<file path="config.mk">
export PLATFORM = sky130hd
export DESIGN_NAME = shift_subtract_divider
export DESIGN_NICKNAME = d
export VERILOG_FILES = /design/src/rtl/shift_subtract_divider.sv
export SDC_FILE = /design/constraint.sdc
export NUM_CORES = 1
export LEC_CHECK = 0
export ABC_AREA = 1
export CORE_ASPECT_RATIO = 1.25
export CORE_MARGIN = 3
export CORE_UTILIZATION = 49
export CTS_CLUSTER_SIZE = 8
export DETAILED_ROUTE_END_ITERATION = 7
export PLACE_DENSITY_LB_ADDON = 0.12
export SLEW_MARGIN = 20
export SYNTH_ARGS = -nofsm -noshare
export SYNTH_HDL_FRONTEND = slang
export SYNTH_SLANG_ARGS = --single-unit
</file>
<file path="constraint.sdc">
create_clock -name clk -period 4 [get_ports clk]
set_input_delay 1 -clock clk [delete_from_list [all_inputs] [get_ports clk]]
set_output_delay 1 -clock clk [all_outputs]
set_load 0.02 [all_outputs]
</file>
<file path="src/rtl/shift_subtract_divider.sv">
// Sequential restoring divider: 2n-bit dividend by n-bit divisor, one quotient bit per clock.
// Start/busy/done handshake; divide-by-zero reports all-ones quotient and the dividend's low half.
module shift_subtract_divider #(
  parameter int n = 16
) (
  input  logic           clk,
  input  logic           rst,
  input  logic           start,
  input  logic [2*n-1:0] Z,
  input  logic [n-1:0]   B,
  output logic [2*n-1:0] Q,
  output logic [n-1:0]   R,
  output logic           busy,
  output logic           done,
  output logic           dbz
);

  localparam int CW = $clog2(2*n);
  localparam logic [CW-1:0] LAST = CW'(2*n-1);

  localparam logic [1:0] IDLE = 2'd0;
  localparam logic [1:0] RUN  = 2'd1;
  localparam logic [1:0] DONE = 2'd2;

  logic [1:0]     state;
  logic [2*n-1:0] dividend;
  logic [n-1:0]   divisor;
  logic [n:0]     p;
  logic [CW-1:0]  cnt;
  logic           zero_pend;

  logic [n:0]     p_shift;
  logic [n:0]     p_next;
  logic           ge;
  logic [2*n-1:0] div_next;

  always_comb begin
    p_shift  = {p[n-1:0], dividend[2*n-1]};
    ge       = (p_shift >= {1'b0, divisor});
    p_next   = ge ? (p_shift - {1'b0, divisor}) : p_shift;
    div_next = {dividend[2*n-2:0], ge};
  end

  always_ff @(posedge clk or posedge rst) begin
    if (rst) begin
      state     <= IDLE;
      dividend  <= '0;
      divisor   <= '0;
      p         <= '0;
      cnt       <= '0;
      zero_pend <= 1'b0;
      Q         <= '0;
      R         <= '0;
      busy      <= 1'b0;
      done      <= 1'b0;
      dbz       <= 1'b0;
    end else begin
      done <= 1'b0;
      case (state)
        IDLE, DONE: begin
          // A zero divisor parks in DONE for one cycle so the result lands on the following edge.
          if (zero_pend) begin
            Q         <= '1;
            R         <= dividend[n-1:0];
            dbz       <= 1'b1;
            done      <= 1'b1;
            zero_pend <= 1'b0;
          end else if (start) begin
            dividend <= Z;
            divisor  <= B;
            p        <= '0;
            cnt      <= '0;
            if (B != '0) begin
              state <= RUN;
              busy  <= 1'b1;
            end else begin
              state     <= DONE;
              zero_pend <= 1'b1;
            end
          end else if (state == DONE) begin
            state <= IDLE;
          end
        end
        RUN: begin
          p        <= p_next;
          dividend <= div_next;
          cnt      <= cnt + 1'b1;
          if (cnt == LAST) begin
            Q     <= div_next;
            R     <= p_next[n-1:0];
            dbz   <= 1'b0;
            done  <= 1'b1;
            busy  <= 1'b0;
            state <= DONE;
          end
        end
        default: state <= IDLE;
      endcase
    end
  end

endmodule

</file>
==> results of run 1 <==
[state kept, by name, indices dropped and copies added (netlist names)]
name / count
Q: 32
R: 16
busy: 1
cnt: 5
dbz: 1
dividend: 32
divisor: 16
done: 1
p: 16
state: 2
zero_pend: 1
[synthesized netlist by cell type, types with 3 or more instances]
library cell    n  area [µm²]
a21oi_1        14       70.07
nor3_1         18       90.09
a31oi_1        17       106.4
nand4_1        21       131.4
ha_1           18       225.2
nand3_1        39       195.2
xor2_1          7       61.31
buf_2          13       65.06
nand2_2         3       18.77
nor2_1         61       229.0
nand2_1       200       750.7
o21ai_1         6       30.03
a221oi_1       16       140.1
nand3_2        10       100.1
inv_1         127       476.7
clkbuf_1       20       75.07
o21ai_0        75       375.4
nor2_2          6       37.54
dfrtp_1       123        3078
or2_2           4       25.02
[where the power goes]
group	internal (mW)	total, mW	leakage (nW)	switching, mW
Sequential	1.80	2.12	1.44	0.326
Combinational	1.38	3.71	2.39	2.33
Clock	1.06	1.63	0.299	0.570
Total	4.23	7.46	4.13	3.23
[worst reg2reg max path: cells and delay by family (launching register included)]
kind	cells	cell delay, ns
simple gates	11	1.47
flops	1	0.43
fa+ha+maj	1	0.37
buf+inv	1	0.05
[final timing paths]
path                       startpoint      to  slack [ns]  depth (start not counted)
setup reg to reg                p[10]    R[9]        1.57                         13
hold / removal                   Q[5]    Q[5]        0.48                          2
setup / recovery                start  cnt[3]        1.18                         10
min in group asynchronous         rst   Q[30]        1.10                          2
hold reg to reg                  Q[5]    Q[5]        0.48                          2
max in group asynchronous         rst  cnt[1]        2.01                          3
[cells by family (layout without fill, tap and decap cells)]
group / Yosys count / after routing / share of synthesized area [%]
AO/OA/AOI/OAI: 134 / 134 / 11.91
XOR/XNOR: 8 / 8 / 1.083
adder cells (fa/ha/maj): 19 / 19 / 3.790
buffers and inverters: 165 / 268 / 10.19
flip-flops: 123 / 123 / 47.56
AND/OR/NAND/NOR: 369 / 369 / 25.46
[metal layers]
metal / global-route usage, % / vias up / routed length [µm]
met5: 0 / - / 0
met4: 7.649 / 0 / 249
met3: 4.591 / 24 / 667
met2: 39.07 / 139 / 8056
met1: 30.99 / 2687 / 7088
li1: - / 2830 / -
[area by class of cell]
| class | instances | area share [%] |
|---|---|---|
| tap | 168 | 2.550 |
| sequential | 123 | 37.35 |
| multi-input combinational | 530 | 33.23 |
| clock buffer | 18 | 5.329 |
| timing repair buffer | 108 | 13.30 |
| inverter | 129 | 5.921 |
| clock inverter | 13 | 2.323 |
==> flow_metrics.env, run 1 <==
export IMPL_antenna_cells=0
export IMPL_io_pins=102
export IMPL_dp_cells=1058
export IMPL_drc=0
export IMPL_rsz0062_at_grt="no"
export IMPL_final_cell_mix="nand2_1, inv_1, dfrtp_1"
export IMPL_leakage_nw=4.131
export IMPL_ys_seq_elements=123
export IMPL_vias=5680
export IMPL_cts_sinks=123
export IMPL_postSynthCellCount=818
export IMPL_portBuffers=101
export IMPL_p_total_mw=7.461
export IMPL_first_pass_iters=5
export IMPL_cp_max_fo=26
export IMPL_power_per_cell_area_mw_per_mm2=905.3
export IMPL_syn_avg_cell_area_um2=7.911
export IMPL_final_common_cell="nand2_1"
export IMPL_cts_buffer_depth=2
export IMPL_final_util_pct=64.50
export IMPL_crit_family="buffers and inverters"
export IMPL_die_w_um=108.8
export IMPL_drtAntennaViolNets=0
export IMPL_htree_levels=4
export IMPL_dp_slack_ns=0.8289
export IMPL_status="finished clean"
export IMPL_cpMostUsedCell="inv_1"
export IMPL_cp_num_buf_inv=4
export IMPL_yosys_warnings=0
export IMPL_initial_core_util_pct=50.65
export IMPL_fin_area_mm2=0.008242
export IMPL_final_layout_size_suffix_gt1_share_pct=7.275
export IMPL_clk_pin_slew_ns=0.06
export IMPL_die_y_um=134.5
export IMPL_grtUsageTotal_pct=23.53
export IMPL_cts_root_buf="clkbuf_16"
export IMPL_post_cts_setup_buffers=0
export IMPL_synth_cell_types=36
export IMPL_crit_arrival_ns=3.15
export IMPL_report_final_setup_viol=0
export IMPL_cp_slowest_stage_delay_ns=0.55
export IMPL_setup_slack_ns=1.175
export IMPL_ir_worst_vdd_v=0.0004135
export IMPL_fmax_mhz=354.0
export IMPL_globalRouteOverflowTotal=0
export IMPL_cpMaxStageDelayCell="nor2_4"
export IMPL_coreArea_mm2=0.01278
export IMPL_report_final_slew_viol_count=0
export IMPL_drt_wirelength_per_cell_um=14.75
export IMPL_drt_iter0_markers=364
export IMPL_fillers=1123
export IMPL_wirelength_um=16060
export IMPL_final_cells=1089
export IMPL_synthFlopType="dfrtp_1"
export IMPL_cp_end_kind="flop"
export IMPL_viasPerCell=5.216
export IMPL_startpoint_type="primary input"
export IMPL_netlist_area_mm2=0.006471
export IMPL_cp_required_ns=4.32
export IMPL_regArea_mm2=0.003078
export IMPL_multi_input_area_mm2=0.002739
export IMPL_syn_nets=888
export IMPL_crit_type="primary input to flop"
export IMPL_fin_nets=979
export IMPL_skew_ns=0.01136
export IMPL_period_share_pct=70.62
export IMPL_numCtsBuffers=17
export IMPL_hp_class="flop to flop"
export IMPL_fp_row_count=46
export IMPL_path_cells="clkdlybuf4s50_1 -> inv_1 -> nor2_1 -> nand2_1 -> inv_1 -> nor2_4 -> inv_1 -> nand4_1 -> o21ai_0 -> a21oi_1"
export IMPL_grt_pass1_wl_um=27460
export IMPL_maxSlewHeadroom_pct=39.33
export IMPL_grt_antenna_before_repair=0
export IMPL_tightest_slew_ns=0.9018
export IMPL_cts_resized=0
export IMPL_tritoncts="yes"
export IMPL_finalHoldViolCount=0
export IMPL_grt_max_degree=89
export IMPL_clk_latency_ns=0.41
export IMPL_finalCriticalPeriod_ns=2.825
export IMPL_die_area_mm2=0.01463
export IMPL_ys_seq_area_share_pct=47.56
export IMPL_placed_area_mm2=0.007611
export IMPL_hold_buffers=0
export IMPL_grt_pass1_vias=5703
export IMPL_synth_edf_count=0
export IMPL_async_flop_share_pct=100.0
export IMPL_dp_final_hpwl_um=11710
export IMPL_finalSetupTns_ns=0
export IMPL_syn_to_final_growth_pct=27.36
export IMPL_place_congestion=0.8838
export IMPL_maxCapViolCount=0
export IMPL_hold_slack_ns=0.4812
Power figures use the tool's default switching activity.
==> run 2, diff against run 1 <==
--- a/config.mk
+++ b/config.mk
@@ -8,7 +8,7 @@
 export ABC_AREA = 1
 export CORE_ASPECT_RATIO = 1.25
 export CORE_MARGIN = 3
-export CORE_UTILIZATION = 49
+export CORE_UTILIZATION = 54
 export CTS_CLUSTER_SIZE = 8
 export DETAILED_ROUTE_END_ITERATION = 7
 export PLACE_DENSITY_LB_ADDON = 0.12
==> constraint.sdc (replaced) <==
create_clock -name clk -period 2.9 [get_ports clk]
set_input_delay 0.725 -clock clk [delete_from_list [all_inputs] [get_ports clk]]
set_output_delay 0.725 -clock clk [all_outputs]
set_load 0.02 [all_outputs]
==> flow_metrics.env, run 2 (synthesis gave the netlist of run 1 again) <==
export IMPL_report_final_setup_viol=0
export IMPL_grt_antenna_before_repair=0
export IMPL_final_layout_size_suffix_gt1_share_pct=7.468
export IMPL_period_share_pct=77.14
export IMPL_first_pass_iters=5
export IMPL_cts_resized=0
export IMPL_tritoncts="yes"
export IMPL_drt_iter0_markers=403
export IMPL_maxCapViolCount=0
export IMPL_crit_arrival_ns=2.53
export IMPL_place_congestion=0.8740
export IMPL_clk_pin_slew_ns=0.06
export IMPL_fmax_mhz=447.0
export IMPL_die_area_mm2=0.01334
export IMPL_final_cell_mix="nand2_1, inv_1, dfrtp_1"
export IMPL_startpoint_type="flop"
export IMPL_skew_ns=0.008744
export IMPL_ir_worst_vdd_v=0.0007044
export IMPL_globalRouteOverflowTotal=0
export IMPL_cp_end_kind="flop"
export IMPL_cp_required_ns=3.19
export IMPL_maxSlewHeadroom_pct=56.54
export IMPL_fp_row_count=44
export IMPL_hold_slack_ns=0.4752
export IMPL_viasPerCell=5.288
export IMPL_power_per_cell_area_mw_per_mm2=1237
export IMPL_grt_pass1_wl_um=26490
export IMPL_post_cts_setup_buffers=0
export IMPL_finalCriticalPeriod_ns=2.237
export IMPL_drtAntennaViolNets=0
export IMPL_hold_buffers=0
export IMPL_portBuffers=101
export IMPL_finalSetupTns_ns=0
export IMPL_final_common_cell="nand2_1"
export IMPL_finalHoldViolCount=0
export IMPL_cp_max_fo=4
export IMPL_grt_max_degree=124
export IMPL_fin_nets=981
export IMPL_initial_core_util_pct=55.45
export IMPL_dp_slack_ns=-0.04189
export IMPL_status="finished clean"
export IMPL_hp_class="flop to flop"
export IMPL_setup_slack_ns=0.6631
export IMPL_cts_buffer_depth=2
export IMPL_die_y_um=128.4
export IMPL_final_util_pct=70.22
export IMPL_grtUsageTotal_pct=24.50
export IMPL_cts_root_buf="clkbuf_16"
export IMPL_cts_sinks=123
export IMPL_rsz0062_at_grt="no"
export IMPL_antenna_cells=0
export IMPL_wirelength_um=15830
export IMPL_fillers=963
export IMPL_vias=5737
export IMPL_syn_to_final_growth_pct=26.64
export IMPL_crit_type="flop to flop"
export IMPL_grt_pass1_vias=5478
export IMPL_io_pins=102
export IMPL_coreArea_mm2=0.01167
export IMPL_numCtsBuffers=17
export IMPL_clk_latency_ns=0.41
export IMPL_report_final_slew_viol_count=0
export IMPL_die_w_um=103.9
export IMPL_dp_final_hpwl_um=11040
export IMPL_drt_wirelength_per_cell_um=14.59
export IMPL_p_total_mw=10.14
export IMPL_tightest_slew_ns=0.6519
export IMPL_leakage_nw=4.111
export IMPL_reg_top3="Q: 32 flops, dividend: 32 flops"
export IMPL_rrSetupSlack_ns=0.66
export IMPL_drc=0
export IMPL_htree_levels=4
==> run 2: cell types whose count changed in the layout (fill, tap and decap cells not counted) <==
cell / change
buf_4: +2
clkinv_4: -1
buf_12: +1
clkinv_2: +1
buf_16: -1
clkbuf_1: +1
clkinvlp_4: +2
bufinv_16: -2
==> run 2: metal layers <==
metal | share of wire (%) | GRT usage (%)
met1 | 43 | 32.37
met2 | 50 | 41.75
met3 | 5.3 | 4.365
met4 | 1.0 | 7.433
met5 | 0 | 0
==> run 2: stage by stage <==
step                      instance area [µm²]  cells
after global routing                     8195   1085
after detailed placement                 7590   1052
after global placement                   7590   1052
final                                    8195   1085
after CTS                                8175   1084
after floorplan                          6475    818
==> run 2: cell type report <==
class / count / area [µm²] / area share (%)
sequential: 123 / 3078 / 37.56
multi-input combinational: 530 / 2739 / 33.42
timing repair buffer: 110 / 1104 / 13.47
inverter: 129 / 488.0 / 5.954
clock buffer: 19 / 442.9 / 5.405
tap: 161 / 201.4 / 2.458
clock inverter: 13 / 142.6 / 1.740
==> run 2: final timing paths <==
| path | start | to | cells after the start |
|---|---|---|---|
| worst max register to register | dividend[31] | R[14] | 16 |
| worst max-delay path | dividend[31] | R[14] | 16 |
| worst min-delay path | dbz | dbz | 2 |
| worst min register to register | dbz | dbz | 2 |
| min in group asynchronous | rst | Q[28] | 3 |
| max in group asynchronous | rst | Q[22] | 3 |
==> run 2: worst max-delay path, cell delays in order, from the launching register on <==
cell,delay [ns]
dfrtp_1,0.39
inv_1,0.09
ha_1,0.14
inv_1,0.08
fa_1,0.41
nand3_1,0.10
nand2_1,0.14
nand2_1,0.09
nand2_1,0.10
nand2_1,0.12
nand2_1,0.07
nand2_1,0.06
nand2_1,0.06
nand2_1,0.06
nand2_1,0.08
nand3_1,0.09
nand2_1,0.05
==> run 2: power breakdown <==
group	switching, mW	internal [mW]	total, mW
combinational	3.22	1.92	5.14
sequential	0.440	2.48	2.92
clock	0.787	1.29	2.08
==> run 3, diff against run 2 <==
==> constraint.sdc (replaced) <==
create_clock -name clk -period 2.1 [get_ports clk]
set_input_delay 0.525 -clock clk [delete_from_list [all_inputs] [get_ports clk]]
set_output_delay 0.525 -clock clk [all_outputs]
set_load 0.02 [all_outputs]
==> flow_metrics.env, run 3 (synthesis gave the netlist of run 1 again) <==
export IMPL_status="finished clean"
export IMPL_cts_root_buf="clkbuf_16"
export IMPL_cp_max_fo=6
export IMPL_dp_slack_ns=-0.09803
export IMPL_hold_slack_ns=0.4140
export IMPL_regArea_mm2=0.003080
export IMPL_reg_top3="Q: 32 flops, dividend: 32 flops"
export IMPL_period_share_pct=98.16
export IMPL_cp_end_kind="flop"
export IMPL_hold_buffers=0
export IMPL_final_layout_size_suffix_gt1_share_pct=14.59
export IMPL_rsz0062_at_grt="yes"
export IMPL_grtUsageTotal_pct=25.78
export IMPL_coreArea_mm2=0.01167
export IMPL_cts_sinks=123
export IMPL_setup_slack_ns=0.03871
export IMPL_antenna_cells=0
export IMPL_dp_final_hpwl_um=11960
export IMPL_drt_wirelength_per_cell_um=15.89
export IMPL_htree_levels=4
export IMPL_leakage_nw=4.337
export IMPL_die_w_um=103.9
export IMPL_maxSlewHeadroom_pct=64.21
export IMPL_tritoncts="yes"
export IMPL_finalHoldViolCount=0
export IMPL_io_pins=102
export IMPL_ir_worst_vdd_v=0.0008502
export IMPL_numCtsBuffers=17
export IMPL_syn_to_final_growth_pct=36.48
export IMPL_wirelength_um=17700
export IMPL_fp_row_count=44
export IMPL_grt_max_degree=58
export IMPL_fillers=872
export IMPL_place_congestion=0.8990
export IMPL_tightest_slew_ns=0.5369
export IMPL_die_area_mm2=0.01334
export IMPL_clk_pin_slew_ns=0.06
export IMPL_drt_iter0_markers=530
export IMPL_viasPerCell=5.468
export IMPL_fmax_mhz=485.1
export IMPL_maxCapViolCount=0
export IMPL_finalSetupTns_ns=0
export IMPL_clk_latency_ns=0.42
export IMPL_final_common_cell="nand2_1"
export IMPL_globalRouteOverflowTotal=0
export IMPL_grt_pass1_vias=5810
export IMPL_fin_nets=1010
export IMPL_die_y_um=128.4
export IMPL_drtAntennaViolNets=0
export IMPL_vias=6091
export IMPL_cp_required_ns=2.45
export IMPL_grt_antenna_before_repair=0
export IMPL_crit_type="flop to flop"
export IMPL_skew_ns=0.007425
export IMPL_initial_core_util_pct=55.45
export IMPL_grt_pass1_wl_um=27850
export IMPL_drc=0
export IMPL_crit_arrival_ns=2.41
export IMPL_portBuffers=101
export IMPL_cts_buffer_depth=2
export IMPL_first_pass_iters=5
export IMPL_report_final_setup_viol=0
export IMPL_power_per_cell_area_mw_per_mm2=1766
export IMPL_multi_input_area_mm2=0.002983
export IMPL_final_cell_mix="nand2_1, dfrtp_1, inv_1"
export IMPL_finalCriticalPeriod_ns=2.061
export IMPL_hp_class="primary input to async pin"
export IMPL_report_final_slew_viol_count=0
export IMPL_startpoint_type="flop"
-- run 3: final cells by class --
type	count	area share, %
Timing Repair Buffer	138	16.45
Inverter	129	5.525
Tap cell	161	2.281
Sequential cell	123	34.88
Clock inverter	12	1.813
Multi-Input combinational cell	531	33.77
Clock buffer	20	5.284
-- run 3: power breakdown --
part | total, mW | switching [mW] | internal, mW
logic | 8.43 | 4.97 | 3.47
registers | 4.09 | 0.670 | 3.42
clock network | 3.07 | 1.10 | 1.97
-- run 3: final timing paths --
kind	start	cells past startpoint	endpoint	slack, ns
setup / recovery	divisor[11]	15	R[4]	0.04
hold reg to reg	divisor[14]	2	divisor[14]	0.48
min in group clk	divisor[14]	2	divisor[14]	0.48
setup reg to reg	divisor[11]	15	R[4]	0.04
max in group asynchronous	rst	3	p[7]	1.06
hold / removal	rst	2	Q[26]	0.41
-- run 3: timing repair --
| action | in CTS | in global routing |
|---|---|---|
| endpoints found under the setup margin | 0 | 30 |
| resized for setup | 0 | 53 |
| setup buffers | 0 | 5 |
-- run 3: per-stage QoR --
stage	util, %	std cells	area [µm²]	power (mW)
after floorplan	-	818	6475	8.930
after detailed placement	66.92	1073	7810	11.42
after global placement	66.92	1073	7810	11.26
after CTS	72.29	1105	8437	14.61
after global routing	75.68	1114	8832	16.63
final	75.68	1114	8832	15.60
-- run 3: metal layers --
metal | GRT usage (%) | part of all wire [%] | vias to the layer above | wire length, µm
met5 | 0 | 0 | - | 0
met4 | 10.33 | 3.2 | 0 | 571
met3 | 4.566 | 5.2 | 46 | 913
met2 | 44.36 | 52 | 244 | 9129
met1 | 32.68 | 40 | 2905 | 7082
li1 | - | - | 2896 | -
-- run 3: critical path, cell delays in order, from the launching register on --
cell       delay (ns)
dfrtp_1          0.41
inv_1            0.11
ha_4             0.23
nand2_2          0.10
inv_1            0.04
nand2_1          0.07
nand3_2          0.08
nand2_1          0.07
nand2_1          0.09
nor2_4           0.19
buf_12           0.15
clkbuf_16        0.13
nand4_1          0.11
nand2_1          0.11
nand2_1          0.06
nand2_1          0.06
